===== src/rtl/generic_dsp_param.sv =====
// generic_dsp_param
// Behavioural model of the DSP slice used by the FIOS Montgomery datapath.
// Unsigned multiply, optional add/accumulate/shift through a 48-bit P register,
// with a valid tag that travels in step with each operation.
//
// Parameters: WIDTH (8..23), ABREG (0..2), MREG (0/1), CREG (0/1).
// Optional feature macro: GENERIC_DSP_SUB_EN enables P <= Z - XY when SUB_i
// is set at issue; without it SUB_i is ignored and P <= Z + XY always.
//
// Ports:
//   clock_i    rising-edge clock
//   reset_i    synchronous active-high reset, overrides CE_i
//   CE_i       global clock enable, 0 freezes every register
//   valid_i    issue tag, emerges on valid_o after LATENCY cycles
//   OPMODE_i   [3:0] XY select, [6:4] Z select, issued with A_i/B_i
//   SUB_i      subtract select, issued with OPMODE_i
//   CREG_en_i  load enable for the C register
//   A_i, B_i   unsigned operands
//   C_i        addend
//   P_o        P[2*WIDTH-1:0]
//   carry_o    P[2*WIDTH]
//   valid_o    delayed valid_i
module generic_dsp_param #(
   parameter int WIDTH = 17,
   parameter int ABREG = 1,
   parameter int MREG  = 1,
   parameter int CREG  = 1
) (
   input  logic                 clock_i,
   input  logic                 reset_i,
   input  logic                 CE_i,
   input  logic                 valid_i,
   input  logic [6:0]           OPMODE_i,
   input  logic                 SUB_i,
   input  logic                 CREG_en_i,
   input  logic [WIDTH-1:0]     A_i,
   input  logic [WIDTH-1:0]     B_i,
   input  logic [2*WIDTH-1:0]   C_i,
   output logic [2*WIDTH-1:0]   P_o,
   output logic                 carry_o,
   output logic                 valid_o
);

   localparam int LATENCY = ABREG + MREG + 1;
   // control tag must arrive at the P stage together with its own product
   localparam int CTL_D   = LATENCY - 1;

   logic [WIDTH-1:0]   a_ab, b_ab;
   logic [WIDTH-1:0]   a_p, b_p;
   logic [2*WIDTH-1:0] prod, m_p, c_p;
   logic               sub_in;
   logic [8:0]         ctl_in, ctl_p;
   logic [47:0]        xy, z, p_d, p_q;
   logic               valid_q;

`ifdef GENERIC_DSP_SUB_EN
   assign sub_in = SUB_i;
`else
   logic unused_sub;
   assign sub_in     = 1'b0;
   assign unused_sub = SUB_i;
`endif

   assign ctl_in = {valid_i, sub_in, OPMODE_i};

   generate
      if (ABREG == 0) begin : g_ab_comb
         assign a_ab = A_i;
         assign b_ab = B_i;
      end else begin : g_ab_reg
         logic [WIDTH-1:0] a_q [ABREG];
         logic [WIDTH-1:0] b_q [ABREG];
         always_ff @(posedge clock_i) begin
            if (reset_i) begin
               for (int i = 0; i < ABREG; i++) begin
                  a_q[i] <= '0;
                  b_q[i] <= '0;
               end
            end else if (CE_i) begin
               a_q[0] <= A_i;
               b_q[0] <= B_i;
               for (int i = 1; i < ABREG; i++) begin
                  a_q[i] <= a_q[i-1];
                  b_q[i] <= b_q[i-1];
               end
            end
         end
         assign a_ab = a_q[ABREG-1];
         assign b_ab = b_q[ABREG-1];
      end

      if (CTL_D == 0) begin : g_ctl_comb
         assign ctl_p = ctl_in;
      end else begin : g_ctl_reg
         logic [8:0] ctl_q [CTL_D];
         always_ff @(posedge clock_i) begin
            if (reset_i) begin
               for (int i = 0; i < CTL_D; i++) ctl_q[i] <= '0;
            end else if (CE_i) begin
               ctl_q[0] <= ctl_in;
               for (int i = 1; i < CTL_D; i++) ctl_q[i] <= ctl_q[i-1];
            end
         end
         assign ctl_p = ctl_q[CTL_D-1];
      end
   endgenerate

   assign prod = {{WIDTH{1'b0}}, a_ab} * {{WIDTH{1'b0}}, b_ab};

   // A/B ride along with M so the {A,B} concatenation stays aligned with OPMODE
   generate
      if (MREG == 0) begin : g_m_comb
         assign m_p = prod;
         assign a_p = a_ab;
         assign b_p = b_ab;
      end else begin : g_m_reg
         logic [2*WIDTH-1:0] m_q;
         logic [WIDTH-1:0]   a_m, b_m;
         always_ff @(posedge clock_i) begin
            if (reset_i) begin
               m_q <= '0;
               a_m <= '0;
               b_m <= '0;
            end else if (CE_i) begin
               m_q <= prod;
               a_m <= a_ab;
               b_m <= b_ab;
            end
         end
         assign m_p = m_q;
         assign a_p = a_m;
         assign b_p = b_m;
      end

      if (CREG == 0) begin : g_c_comb
         assign c_p = C_i;
      end else begin : g_c_reg
         logic [2*WIDTH-1:0] c_q;
         always_ff @(posedge clock_i) begin
            if (reset_i)                  c_q <= '0;
            else if (CE_i && CREG_en_i)   c_q <= C_i;
         end
         assign c_p = c_q;
      end
   endgenerate

   always_comb begin
      xy = '0;
      case (ctl_p[3:0])
         4'b0101: xy = 48'(m_p);
         4'b1100: xy = 48'(c_p);
         4'b0011: xy = 48'({a_p, b_p});
         default: xy = '0;
      endcase
      z = '0;
      case (ctl_p[6:4])
         3'b010:  z = p_q;
         3'b110:  z = p_q >> WIDTH;
         3'b011:  z = 48'(c_p);
         default: z = '0;
      endcase
      p_d = ctl_p[7] ? (z - xy) : (z + xy);
   end

   // P updates every enabled cycle; idle ops carry OPMODE=0 and clear it
   always_ff @(posedge clock_i) begin
      if (reset_i) begin
         p_q     <= '0;
         valid_q <= 1'b0;
      end else if (CE_i) begin
         p_q     <= p_d;
         valid_q <= ctl_p[8];
      end
   end

   assign P_o     = p_q[2*WIDTH-1:0];
   assign carry_o = p_q[2*WIDTH];
   assign valid_o = valid_q;

endmodule

===== config.mk =====
export PLATFORM = sky130hd
export DESIGN_NAME = generic_dsp_param
export DESIGN_NICKNAME = d
export VERILOG_FILES = /design/src/rtl/generic_dsp_param.sv
export SDC_FILE = /design/constraint.sdc
export NUM_CORES = 1
export LEC_CHECK = 0
export BUFFER_PORTS_ARGS = -buffer_cell sky130_fd_sc_hd__buf_2
export CAP_MARGIN = 5
export CELL_PAD_IN_SITES_DETAIL_PLACEMENT = 1
export CELL_PAD_IN_SITES_GLOBAL_PLACEMENT = 1
export CORE_ASPECT_RATIO = 0.8
export CORE_MARGIN = 2
export CORE_UTILIZATION = 30
export DETAILED_ROUTE_END_ITERATION = 16
export PLACE_DENSITY = 0.65
export SYNTH_ARGS = -nofsm -noshare
export SYNTH_HDL_FRONTEND = slang
export SYNTH_SLANG_ARGS = --single-unit

===== constraint.sdc =====
create_clock -name clock_i -period 8.1 [get_ports clock_i]
set_input_delay 2.43 -clock clock_i [delete_from_list [all_inputs] [get_ports clock_i]]
set_output_delay 2.43 -clock clock_i [all_outputs]
set_load 0.03 [all_outputs]

==> reports/metrics.yaml <==
outcome:
  status: "finished clean"
clocking:
  cts_tree: "built"
  clock_path_buffers: 3
  clock-root-buffer: "clkbuf_16"
  cts_buffers: 25
  htree_levels: 1
  clkTransAtPathRegs_ns: 0.09
  cts_resized: 0
  worstSkewPairLatency_ns: 0.58
  clock-sinks: 201
  hold_buffers: 0
  post_cts_buffers: 0
pwr:
  powerDensity_nw_per_um2: 272
  swShare_pct: 47.1
  seq_power_share_pct: 22.9
  worst_ir_drop_vdd_mv: 0.210
  p_switching_mw: 3.01
  p_comb_share_pct: 58.3
  p_clk_share_pct: 18.8
  p_int_mw: 3.39
  p_leak_nw: 11.0
yosys:
  yosysTopAreaCellShare_pct: 21.1
  async_reset_ff_share_pct: 0
  synth_area_leaders: "fa_1 21%, dfxtp_1 14%, ha_1 9.1%"
  ys_seq_elements: 201
  ys.flop_type: "dfxtp_1"
  synth_cell_type_count: 70
  synth.avg_cell_area_sq_um: 8.58
  synthCells: 2494
  yosysMostFrequentCell: "nand2_1"
  yosysWarnings: 0
  syn_nets: 2956
  synth_top_cell_by_area: "fa_1"
  synth-edff-count: 50
  synthTopCellsByCount: "375 x nand2_1, 295 x inv_1, 230 x and2_1, 225 x fa_1, 156 x ha_1"
  yosysSeqAreaShare_pct: 21.1
  syn_area_sq_um: 21400
timing:
  setup_viol: 0
  clock.fmax_ghz: 0.136
  period_needed_ns: 7.34
  slew_headroom_pct: 24.3
  hold_viol: 0
  fin_crit_sh_pct: 90.7
  tns_ns: 0
  finalMaxSlewViolations: 0
  grt_setup_unrepaired: "no"
  worstMarginPinSlew_ns: 1.13
  fin_skew_ns: 0.0348
drt:
  wl_met1_um: 33200
  route.met2.wl_um: 30900
  via_per_inst: 5.04
  post_drt_wl_per_cell_um: 20.0
  wl_met3_um: 3830
  drt_wl_total_um: 69200
  antenna_left: 0
  drc_errors: 0
  first_pass_iters: 5
  vias: 17500
  first_iter_violations: 1009
  top_layer: "met5"
layout:
  fin_cells: 3467
  drive_above_1_share_pct: 8.33
  area_growth_pct: 9.93
  multiInputGateArea_sq_um: 15000
  nNetsFinal: 2975
  fillers: 8399
  register_area_sq_um: 4520
worst_hold_path:
  hold_path.class: "reg2reg"
critical_path:
  endpoint_kind: "flip-flop"
  critical-path-top-delay-family: "adder cells"
  path_common_cell: "fa_1"
  arrival_ns: 7.81
  path_class: "reg2reg"
  path_cells: "nand2_1, fa_1, inv_1, fa_1, fa_1, fa_1, fa_1, inv_1, fa_1, inv_1, ha_1, a21oi_1, nand2_1, a221o_1, a21o_1, a221o_1, a31oi_1, o21ai_0, a21oi_1, xnor2_1, a211oi_1"
  slowest_delay_ns: 1.04
  slowest_stage: "edfxtp_1"
  crit_fanout: 18
  crit_buf_inv: 3
  cp-start-kind: "flip-flop"
  required_ns: 8.56
run:
  maxCapViolCount: 0
floorplan:
  fp.dieH_um: 243
  die_width_um: 303
  die-area_sq_um: 73500
  rows: 87
  start_util_pct: 30.3
  io-pin-count: 117
  core_sq_um: 70500
placement:
  dp_hpwl_um: 54700
  dp.cells: 3420
  gp_congestion: 0.867
  io_buffers: 115
global_routing:
  track_usage_pct: 18.7
  grt_pass1_wl_um: 107000
  grt.overflow.total: 0
  grt_max_degree: 67
  antenna_found_initial: 2
  grt_pass1_vias: 18800
## sequential cells by signal (all words and copies together) (netlist names)
name,count
g_ab_reg.b_q,17
g_m_reg.m_q,34
p_q,48
g_ab_reg.a_q,17
a_p,17
g_ctl_reg.ctl_q,16
valid_o,1
b_p,17
c_p,34
## kinds of logic after synthesis
logic type | share of synthesized area (%)
simple gates | 19.7
buf+inv | 8.76
compound gates | 11.3
fa+ha+maj | 30.2
flops | 21.1
mux | 4.86
xor+xnor | 4.05
## layout by cell type (no fill, tap or decap), drive strengths merged, types with 14 or more instances in the layout
master,synthesis,layout
ha,156,156
fa,225,225
and3,14,14
nor2b,18,18
nor3,15,15
nor2,130,130
dfxtp,151,151
o21ai,108,108
nand3,14,14
nand2b,16,16
xnor2,58,58
nand2,375,375
mux2i,104,104
clkbuf,99,28
a21o,45,45
xor2,41,41
a21oi,128,128
edfxtp,50,50
inv,295,301
a22oi,18,18
buf,58,149
a31oi,14,14
and2,231,231
## final timing paths
kind	endpoint	cells after the start	start	slack, ns
worst min-delay path	g_m_reg.m_q[30]	2	g_m_reg.m_q[30]	0.46
worst max register to register	g_m_reg.m_q[33]	21	g_ab_reg.a_q[0][10]	0.76
worst max-delay path	g_m_reg.m_q[33]	21	g_ab_reg.a_q[0][10]	0.76
worst min register to register	g_m_reg.m_q[30]	2	g_m_reg.m_q[30]	0.46
## layer usage
| metal | vias to the layer above | track usage (%) |
|---|---|---|
| met1 | 8857 | 27.1 |
| met2 | 429 | 29.4 |
| met3 | 76 | 2.93 |
| met4 | 2 | 3.17 |
| li1 | 8104 | - |
| met5 | - | 0 |
## final cells by class
cell class                      count  share of cell area, %
Timing Repair Buffer              149                   3.55
Antenna cell                        1                 0.0106
Clock inverter                     18                  0.840
Sequential cell                   201                   19.2
Inverter                          295                   4.71
Multi-Input combinational cell   1841                   63.9
Clock buffer                       28                   2.79
Tap cell                          934                   4.97
## power by group through the flow
stage	clock network [mW]	logic (mW)	registers, mW
final	1.20	3.73	1.47
after global routing	1.27	4.19	1.48
after floorplan	0	2.84	1.30
after detailed placement	0	3.72	1.48
after global placement	0	3.62	1.47
after CTS	1.23	3.77	1.46
## stage by stage
| stage | instance area (sq um) | total power, mW | utilization [%] | worst slack, ns | hold slack (ns) |
|---|---|---|---|---|---|
| 3_3_place_gp | 22700 | 5.09 | 32.1 | 0.993 | 0.444 |
| 3_5_place_dp | 22700 | 5.19 | 32.1 | 0.840 | 0.449 |
| 5_1_grt | 23500 | 6.94 | 33.3 | 0.475 | 0.498 |
| 6_report | 23500 | 6.40 | 33.3 | 0.756 | 0.464 |
| 2_1_floorplan | 21400 | 4.14 | - | 1.76 | 0.425 |
| 4_1_cts | 23500 | 6.46 | 33.3 | 0.773 | 0.464 |
## worst min-delay path, stage by stage (launching register included)
cell	delay, ns
dfxtp_1	0.33
nand2_1	0.05
o21ai_0	0.05
(Power assumes the default switching activity.)
